### src/rtl/trace_pkg.sv
// rtl/trace_pkg.sv - shared constants, flag positions and state encoding for trace_tx
// Optional feature macro: TRACE_TIMESTAMP_EN (adds a 16-bit cycle stamp to each record)
package trace_pkg;

`ifdef TRACE_TIMESTAMP_EN
    localparam int TS_W        = 16;
    localparam int FRAME_BYTES = 16;
`else
    localparam int TS_W        = 0;
    localparam int FRAME_BYTES = 14;
`endif

    localparam int REC_W = 104 + TS_W;
    localparam int IDX_W = $clog2(FRAME_BYTES);

    localparam int FLG_RW    = 7;
    localparam int FLG_MW    = 6;
    localparam int FLG_Z     = 5;
    localparam int FLG_BR    = 4;
    localparam int FLG_RS_HI = 3;
    localparam int FLG_RS_LO = 2;

    typedef enum logic [1:0] {
        IDLE = 2'd0,
        HDR  = 2'd1,
        BODY = 2'd2
    } tx_state_e;

    function automatic logic [7:0] make_flags(
        input logic       rw,
        input logic       mw,
        input logic       z,
        input logic       br,
        input logic [1:0] rs
    );
        logic [7:0] f;
        f                      = 8'h00;
        f[FLG_RW]              = rw;
        f[FLG_MW]              = mw;
        f[FLG_Z]               = z;
        f[FLG_BR]              = br;
        f[FLG_RS_HI:FLG_RS_LO] = rs;
        return f;
    endfunction

endpackage

### src/rtl/trace_fifo.sv
// rtl/trace_fifo.sv - synchronous record FIFO with wrap-bit pointers and a registered head
// The head register always holds the oldest entry, so the reader peeks without popping.
module trace_fifo #(
    parameter int DEPTH = 8,
    parameter int REC_W = 104
) (
    input  logic             clk,
    input  logic             reset,
    input  logic             push,
    input  logic [REC_W-1:0] wdata,
    input  logic             pop,
    output logic             accepted,
    output logic [REC_W-1:0] head,
    output logic             empty,
    output logic             empty_nx
);
    localparam int AW = $clog2(DEPTH);

    logic [REC_W-1:0] mem [DEPTH];
    logic [AW:0]      wr_ptr;
    logic [AW:0]      rd_ptr;
    logic [AW:0]      wr_ptr_nx;
    logic [AW:0]      rd_ptr_nx;
    logic             full;
    logic             do_pop;

    assign empty    = (wr_ptr == rd_ptr);
    assign full     = (wr_ptr[AW] != rd_ptr[AW]) && (wr_ptr[AW-1:0] == rd_ptr[AW-1:0]);
    assign do_pop   = pop && !empty;
    // A pop in the same cycle frees the slot, so a full FIFO still takes the push.
    assign accepted = push && (!full || do_pop);

    assign wr_ptr_nx = wr_ptr + {{AW{1'b0}}, accepted};
    assign rd_ptr_nx = rd_ptr + {{AW{1'b0}}, do_pop};
    assign empty_nx  = (wr_ptr_nx == rd_ptr_nx);

    always_ff @(posedge clk) begin
        if (reset) begin
            wr_ptr <= '0;
            rd_ptr <= '0;
        end else begin
            wr_ptr <= wr_ptr_nx;
            rd_ptr <= rd_ptr_nx;
        end
    end

    always_ff @(posedge clk) begin
        if (accepted) begin
            mem[wr_ptr[AW-1:0]] <= wdata;
        end
    end

    // When the new head slot is the one being written this cycle, bypass the array.
    always_ff @(posedge clk) begin
        if (reset) begin
            head <= '0;
        end else if (accepted && (wr_ptr == rd_ptr_nx)) begin
            head <= wdata;
        end else begin
            head <= mem[rd_ptr_nx[AW-1:0]];
        end
    end

endmodule

### src/rtl/trace_tx.sv
// rtl/trace_tx.sv - retire-trace capture FIFO and byte-frame serializer on a valid/ready stream
// Optional feature macro: TRACE_TIMESTAMP_EN (16-bit cycle stamp sent after the sync byte)
module trace_tx
    import trace_pkg::*;
#(
    parameter int         DEPTH     = 8,
    parameter logic [7:0] SYNC_BYTE = 8'hA5
) (
    input  logic        clk,
    input  logic        reset,
    input  logic        trace_en,
    input  logic        retire,
    input  logic [31:0] pc,
    input  logic [31:0] instruction,
    input  logic [31:0] result,
    input  logic        reg_write,
    input  logic        mem_write,
    input  logic        zero,
    input  logic        branch_ctrl,
    input  logic [1:0]  reg_src,
    output logic [7:0]  tx_data,
    output logic        tx_valid,
    input  logic        tx_ready,
    output logic [15:0] drop_cnt,
    output logic        busy
);
    localparam logic [IDX_W-1:0] LAST_IDX = IDX_W'(FRAME_BYTES - 2);

    tx_state_e        state;
    tx_state_e        state_nx;
    logic [IDX_W-1:0] idx;
    logic [IDX_W-1:0] idx_nx;
    logic             capture;
    logic             accepted;
    logic             pop;
    logic             empty;
    logic             empty_nx;
    logic [REC_W-1:0] rec;
    logic [REC_W-1:0] head;
    logic [REC_W-1:0] head_sh;

    assign capture = retire && trace_en;

    // Body bytes are the record's bytes lowest first, so the packing order sets the wire order.
`ifdef TRACE_TIMESTAMP_EN
    logic [15:0] ts;

    always_ff @(posedge clk) begin
        if (reset) begin
            ts <= 16'h0000;
        end else begin
            ts <= ts + 16'h0001;
        end
    end

    assign rec = {make_flags(reg_write, mem_write, zero, branch_ctrl, reg_src),
                  result, instruction, pc, ts};
`else
    assign rec = {make_flags(reg_write, mem_write, zero, branch_ctrl, reg_src),
                  result, instruction, pc};
`endif

    trace_fifo #(
        .DEPTH (DEPTH),
        .REC_W (REC_W)
    ) u_fifo (
        .clk      (clk),
        .reset    (reset),
        .push     (capture),
        .wdata    (rec),
        .pop      (pop),
        .accepted (accepted),
        .head     (head),
        .empty    (empty),
        .empty_nx (empty_nx)
    );

    assign pop     = (state == BODY) && tx_ready && (idx == LAST_IDX);
    assign head_sh = head >> {idx, 3'b000};

    always_ff @(posedge clk) begin
        if (reset) begin
            state <= IDLE;
            idx   <= '0;
        end else begin
            state <= state_nx;
            idx   <= idx_nx;
        end
    end

    // tx_valid comes from state alone; tx_ready only steers the next state.
    always_comb begin
        state_nx = state;
        idx_nx   = idx;
        tx_valid = 1'b0;
        tx_data  = 8'h00;
        case (state)
            IDLE: begin
                if (!empty) begin
                    state_nx = HDR;
                end
            end
            HDR: begin
                tx_valid = 1'b1;
                tx_data  = SYNC_BYTE;
                if (tx_ready) begin
                    state_nx = BODY;
                    idx_nx   = '0;
                end
            end
            BODY: begin
                tx_valid = 1'b1;
                tx_data  = head_sh[7:0];
                if (tx_ready) begin
                    if (idx == LAST_IDX) begin
                        idx_nx   = '0;
                        state_nx = empty_nx ? IDLE : HDR;
                    end else begin
                        idx_nx = idx + 1'b1;
                    end
                end
            end
            default: begin
                state_nx = IDLE;
            end
        endcase
    end

    always_ff @(posedge clk) begin
        if (reset) begin
            drop_cnt <= 16'h0000;
        end else if (capture && !accepted && (drop_cnt != 16'hFFFF)) begin
            drop_cnt <= drop_cnt + 16'h0001;
        end
    end

    assign busy = !empty || (state != IDLE);

endmodule

### config.mk
export PLATFORM = sky130hd
export DESIGN_NAME = trace_tx
export DESIGN_NICKNAME = d
export VERILOG_FILES = /design/src/rtl/trace_pkg.sv /design/src/rtl/trace_fifo.sv /design/src/rtl/trace_tx.sv
export SDC_FILE = /design/constraint.sdc
export NUM_CORES = 1
export LEC_CHECK = 0
export ABC_AREA = 1
export ABC_CLOCK_PERIOD_IN_PS = 7200
export BUFFER_PORTS_ARGS = -buffer_cell sky130_fd_sc_hd__buf_4
export CAP_MARGIN = 20
export CORE_MARGIN = 8
export CORE_UTILIZATION = 55
export DETAILED_ROUTE_END_ITERATION = 8
export GPL_TIMING_DRIVEN = 0
export PLACE_DENSITY = 0.72
export SLEW_MARGIN = 10
export SYNTH_ARGS = -nofsm -noshare
export SYNTH_HDL_FRONTEND = slang
export SYNTH_SLANG_ARGS = --single-unit
### constraint.sdc
create_clock -name clk -period 7.2 [get_ports clk]
set_input_delay 0.36 -clock clk [delete_from_list [all_inputs] [get_ports clk]]
set_output_delay 0.36 -clock clk [all_outputs]
set_load 0.01 [all_outputs]
==> impl_metrics.py, run 1 <==
metrics = {
    "run_status": {
        "status": "finished clean",
    },
    "layout": {
        "design_area_mm2": 0.0446,
        "mostFrequentLayoutCell": "edfxtp_1",
        "drive_gt1_share_pct": 9.93,
        "syn2layout_area_growth_pct": 18.9,
        "post-route-util_pct": 66.2,
        "multi_input_area_mm2": 0.00930,
        "seq_area_mm2": 0.0271,
        "fin_cells": 4573,
        "nets": 3739,
        "fillers": 4762,
        "final_cell_mix": "816 x edfxtp_1, 705 x nor2_1, 540 x o21ai_0",
    },
    "clocking": {
        "cts_tree": "done",
        "cts.htree.levels": 3,
        "numCtsBuffers": 94,
        "clock_sinks": 948,
        "clkLatencyLatePin_ns": 0.66,
        "root_buffer": "clkbuf_16",
        "cts_buffer_depth": 3,
        "clkTransAtPathRegs_ns": 0.06,
    },
    "sta": {
        "fin_skew_ns": 0.0305,
        "relSlewSlack_pct": 21.9,
        "finalCritPeriodShare_pct": 69.8,
        "fin_crit_ns": 5.03,
        "fin_ws_ns": 2.17,
        "setup_violations": 0,
        "worst_slew_pin_slew_ns": 1.17,
        "hold_viol_final": 0,
        "rsz0062_at_grt": "no",
        "drv_slew": 0,
        "holdWs_ns": 0.422,
        "clock.fmax_mhz": 199,
    },
    "global_route": {
        "gr-usage-all-layers_pct": 26.1,
        "grt_pass1_wl_um": 156000,
        "grt_pass1_vias": 26100,
        "grt_max_degree": 31,
        "grt_overflow": 0,
        "antenna_found_initial": 6,
    },
    "worst_hold_path": {
        "worstHoldPathType": "in2reg",
    },
    "place": {
        "io_buffers": 132,
        "place_congestion": 0.932,
        "post-dp-hpwl_um": 66400,
        "dp_cells": 4291,
        "pre_cts_ws_ns": 2.34,
        "place_area_mm2": 0.0404,
    },
    "drt": {
        "antenna_left": 0,
        "drt_pass1_iterations": 9,
        "vias": 27300,
        "avgRoutedWirePerCell_um": 22.7,
        "dr.first_iter.drc_count": 3681,
        "avgViaCountPerCell": 5.98,
        "drc": 0,
        "drt-total-wl_um": 104000,
    },
    "power": {
        "p_leak_nw": 15.9,
        "ir_worst_vdd_uv": 198,
        "p_per_area_mw_per_mm2": 262,
    },
    "synth": {
        "synth_cell_types": 32,
        "yosys_register_bits": 948,
        "synthSimpleGateAreaFrac_pct": 12.2,
        "synth_compound_area_share_pct": 11.7,
        "synth-xor-area-share_pct": 0.420,
        "synth_top_family_by_area": "simple AND/OR/NAND/NOR gates",
        "synth_fa_ha_area_share_pct": 0.367,
        "synth_nets": 3370,
        "muxShareOfSynthArea_pct": 0,
        "seq_area_frac_synth_pct": 72.4,
        "synth_area_mm2": 0.0375,
        "synth_area_per_cell_um2": 11.5,
        "yosysWarnings": 0,
        "syn_inst": 3252,
    },
    "floorplan": {
        "dieArea_mm2": 0.0768,
        "row_count": 95,
        "core-area_mm2": 0.0674,
        "start_util_pct": 55.7,
        "fp.dieW_um": 277,
        "fp.dieH_um": 277,
        "io_pins": 133,
    },
    "critical_path": {
        "crit_fanout": 10,
        "crit_arrival_ns": 5.57,
        "cp.required_ns": 7.74,
        "cp-start-kind": "flip-flop",
        "worstSetupEndpointType": "flip-flop",
        "path_class": "reg2reg",
    },
    "job": {
        "maxCapViolCount": 0,
    },
}
==> layout make-up <==
| class | instances | area share [%] |
|---|---|---|
| Multi-Input combinational cell | 2036 | 20.9 |
| Sequential cell | 948 | 60.9 |
| Inverter | 55 | 0.469 |
| Antenna cell | 4 | 0.0224 |
| Tap cell | 873 | 2.45 |
| Clock buffer | 134 | 6.06 |
| Timing Repair Buffer | 273 | 6.41 |
| Clock inverter | 37 | 0.814 |
| Buffer | 213 | 2.04 |
==> state kept, by name, indices dropped and copies added (netlist names) <==
signal         cells
u_fifo.wr_ptr      4
u_fifo.rd_ptr      4
u_fifo.head      102
u_fifo.mem       816
idx                4
state              2
drop_cnt          16
==> logic make-up after synthesis <==
| group | count (synthesis) |
|---|---|
| and+or+nand+nor | 1197 |
| xor gates and xnor gates | 18 |
| adders and majority gates | 11 |
| buffers and inverters | 268 |
| DFF | 948 |
| AOI/OAI and AO/OA | 810 |
==> synthesized netlist by cell type (all sizes together) <==
cell	count	area share [%]
a31oi	7	0.12
o21ai	555	7.4
o211ai	11	0.22
nand3	21	0.28
edfxtp	816	65
clkinv	2	0.020
a211oi	1	0.020
clkbuf	149	1.5
buf	64	0.94
dfxtp	132	7.0
o22ai	213	3.6
o221ai	5	0.12
xnor2	7	0.16
xor2	11	0.26
nor4	1	0.017
nor2	714	7.2
nor3	8	0.12
nand2	446	4.5
nand4	7	0.12
ha	11	0.37
inv	53	0.54
a21oi	18	0.24
==> final timing paths <==
| path | start | cells past startpoint | slack (ns) | end |
|---|---|---|---|---|
| hold / removal | trace_en | 7 | 0.42 | drop_cnt[12] |
| setup / recovery | idx[1] | 17 | 2.17 | u_fifo.head[42] |
| hold reg to reg | drop_cnt[15] | 2 | 0.51 | drop_cnt[15] |
| setup reg to reg | idx[1] | 17 | 2.17 | u_fifo.head[42] |
==> through the flow <==
stage | total power, mW | TNS [ns]
6_report | 11.7 | 0
3_3_place_gp | 6.84 | -2586.61
2_1_floorplan | 6.54 | 0
4_1_cts | 11.7 | 0
3_5_place_dp | 6.85 | 0
5_1_grt | 12.0 | 0
==> power breakdown <==
group | internal, mW | switching [mW]
logic | 0.240 | 0.476
clock network | 2.83 | 2.05
registers | 6.06 | 0.0334
==> repair_timing <==
action,4_1_cts,5_1_grt
setup buffers,0,0
hold buffers,104,0
gates resized for setup,0,0
endpoints found under the hold margin,818,0
==> worst max-delay path, cell delays in order (launching register included) <==
cell and delay (ns):
dfxtp_1 0.33, clkbuf_1 0.46, inv_1 0.24, clkbuf_1 0.28
ha_1 0.26, nand2_2 0.09, a211oi_1 0.07, ha_1 0.25
ha_1 0.28, buf_2 0.30, clkbuf_1 0.91, clkbuf_1 0.47
o21ai_0 0.17, o22ai_1 0.30, nand2_1 0.09, nand2_1 0.07
nor2_1 0.04, nor2_1 0.29
==> routing by layer <==
layer	vias up	share of wire (%)	global-route usage [%]
met3	246	10	3.89
met1	13100	39	35.5
met5	-	0.013	0
li1	12300	-	-
met4	2	3.4	10.1
met2	1722	47	42.4
Power figures use the tool's default switching activity.
==> inputs of run 2 (changes only) <==
- ABC_AREA: 1 -> 0
- ABC_CLOCK_PERIOD_IN_PS: 7200 -> 4900
- clock period: 7.2 -> 4.9 ns (I/O delays scaled with it)
==> run 2 against run 1 <==
  * Utilization rose by 0.64 points
  * Die area fell by 1.4%
  * Clock-buffer cell count fell by 18
  * Register-to-register slack got worse by 1.6 ns
  * Setup slack got worse by 1.6 ns
  * Sequential share of layout area barely moved
  * Area after synthesis fell by 1.5%
  * Non-clock buffer count fell by 59
  * Largest cell class unchanged
  * Flip-flop and latch count did not move
  * Critical path depth fell by 3
  * Sequential power rose by 47%
==> impl_metrics.py, run 2 <==
metrics = {
    "sta": {
        "fin_crit_ns": 4.35,
        "fin_skew_ns": 0.0208,
        "relSlewSlack_pct": 30.8,
        "worst_slew_pin_slew_ns": 1.03,
        "setup_violations": 0,
        "clock.fmax_mhz": 230,
        "rsz0062_at_grt": "no",
        "hold_viol_final": 0,
        "finalCritPeriodShare_pct": 88.8,
        "drv_slew": 0,
    },
    "critical_path": {
        "path_class": "reg2reg",
        "worstSetupEndpointType": "flip-flop",
        "cp.required_ns": 5.40,
        "r2r_setup_slack_ns": 0.55,
        "crit_arrival_ns": 4.85,
        "cp-start-kind": "flip-flop",
        "crit_fanout": 10,
    },
    "job": {
        "maxCapViolCount": 0,
    },
    "worst_hold_path": {
        "worstHoldPathType": "in2reg",
    },
    "global_route": {
        "grt_pass1_wl_um": 130000,
        "gr-usage-all-layers_pct": 23.1,
        "antenna_found_initial": 5,
        "grt_overflow": 0,
        "grt_pass1_vias": 20300,
        "grt_max_degree": 23,
    },
    "clocking": {
        "clkTransAtPathRegs_ns": 0.07,
        "cts.htree.levels": 3,
        "clkLatencyLatePin_ns": 0.66,
        "cts_buffer_depth": 3,
        "clock_sinks": 948,
        "cts_setup_buffers": 0,
        "root_buffer": "clkbuf_16",
        "cts_resized": 0,
        "numCtsBuffers": 93,
        "cts_tree": "done",
        "hold_buffers": 103,
    },
    "synth": {
        "synth_nets": 1920,
        "yosys_register_bits": 948,
        "yosysWarnings": 0,
        "synth_area_mm2": 0.0369,
        "synth_top_area_share_pct": 66.3,
        "synth_area_per_cell_um2": 20.5,
        "synth_cell_types": 46,
        "synth_edf_count": 816,
        "synth_area_leaders": "edfxtp_1 66%, mux4_2 14%, dfxtp_1 7.2%",
        "synth_top_flop_cell": "edfxtp_1",
        "synth_area_leader_cell": "edfxtp_1",
        "synthArstFlopShare_pct": 0,
        "synth_commonest_cells": "816 x edfxtp_1, 228 x mux4_2, 132 x dfxtp_1, 129 x nor2_1, 111 x mux2i_1",
        "seq_area_frac_synth_pct": 73.5,
        "synth.most_common_cell": "edfxtp_1",
        "syn_inst": 1802,
    },
    "floorplan": {
        "start_util_pct": 55.3,
        "row_count": 95,
        "io_pins": 133,
        "core-area_mm2": 0.0668,
        "fp.dieW_um": 275,
        "dieArea_mm2": 0.0757,
        "fp.dieH_um": 275,
    },
    "drt": {
        "drt-total-wl_um": 86500,
        "drt_pass1_iterations": 5,
        "avgViaCountPerCell": 6.11,
        "drc": 0,
        "avgRoutedWirePerCell_um": 27.3,
        "vias": 19400,
        "dr.first_iter.drc_count": 1958,
        "antenna_left": 0,
    },
    "layout": {
        "fin_cells": 3170,
        "mostFrequentLayoutCell": "edfxtp_1",
        "syn2layout_area_growth_pct": 20.9,
        "nets": 2327,
        "drive_gt1_share_pct": 34.0,
        "design_area_mm2": 0.0446,
        "fillers": 4246,
        "final_cell_mix": "816 x edfxtp_1, 228 x mux4_2, 133 x buf_4",
        "largest_reg_flops": 816,
    },
    "power": {
        "p_leak_nw": 14.3,
        "ir_worst_vdd_uv": 334,
        "p_per_area_mw_per_mm2": 387,
    },
    "place": {
        "place_area_mm2": 0.0404,
        "io_buffers": 131,
        "dp_cells": 2883,
        "post-dp-hpwl_um": 57000,
        "place_congestion": 0.947,
    },
    "run_status": {
        "status": "finished clean",
    },
}
-- run 2: kinds of logic after synthesis --
logic type               share of synthesized area, %
buffers and inverters                            1.71
AO/OA/AOI/OAI                                    4.35
AND/OR/NAND/NOR                                  2.60
XOR/XNOR                                        0.461
flip-flops                                       73.5
adder cells (fa/ha/maj)                         0.373
multiplexers                                     17.0
-- run 2: area by class of cell --
| class | instances | area, µm² | share of cell area, % |
|---|---|---|---|
| plain buffers | 115 | 659 | 1.48 |
| flip-flops and latches | 948 | 27100 | 60.8 |
| diodes | 7 | 17.5 | 0.0392 |
| clock buffers | 116 | 2480 | 5.57 |
| repair buffers | 312 | 3190 | 7.14 |
| inverters | 8 | 35.0 | 0.0785 |
| multi-input cells | 731 | 9290 | 20.8 |
| clock inverters | 60 | 722 | 1.62 |
| well taps | 873 | 1090 | 2.45 |
-- run 2: worst paths after layout --
path | from | end | depth (start not counted)
setup / recovery | idx[1] | u_fifo.head[101] | 14
hold / removal | retire | u_fifo.mem[2][39] | 3
setup reg to reg | idx[1] | u_fifo.head[101] | 14
hold reg to reg | drop_cnt[4] | drop_cnt[4] | 2
-- run 2: stage by stage --
stage | hold WS [ns] | setup WS, ns | TNS, ns | power [mW] | utilization, %
after global placement | 0.482 | -3.87 | -2335.50 | 9.86 | 58.7
after floorplan | 0.344 | -0.389 | -112.96 | 9.51 | -
final | 0.178 | 0.551 | 0 | 17.3 | 66.8
after CTS | 0.143 | 0.601 | 0 | 17.3 | 66.8
after detailed placement | 0.484 | 0.616 | 0 | 9.90 | 60.4
after global routing | 0.176 | 0.411 | 0 | 17.7 | 66.8
-- run 2: critical path, stage by stage, from the launching register on --
cell	delay, ns
dfxtp_1	0.35
clkbuf_8	0.21
clkbuf_8	0.21
inv_4	0.04
ha_4	0.16
nand3_4	0.10
or2_1	0.19
a31oi_1	0.07
ha_1	0.30
buf_2	0.30
clkbuf_1	0.73
buf_2	0.55
mux4_2	0.56
mux2i_1	0.26
a211oi_2	0.14
-- run 2: layer usage --
| metal | vias to the layer above | share of wire, % | track usage [%] |
|---|---|---|---|
| met5 | - | 0 | 0 |
| met4 | 0 | 2.2 | 6.97 |
| met3 | 127 | 7.7 | 3.81 |
| met2 | 854 | 49 | 37.8 |
| met1 | 10100 | 41 | 32.1 |
| li1 | 8252 | - | - |
-- run 2: power by group --
group	total, mW	leakage (nW)	internal, mW	switching [mW]
clock	7.43	1.57	4.37	3.06
combinational	0.869	4.30	0.365	0.504
sequential	8.96	8.47	8.90	0.0559
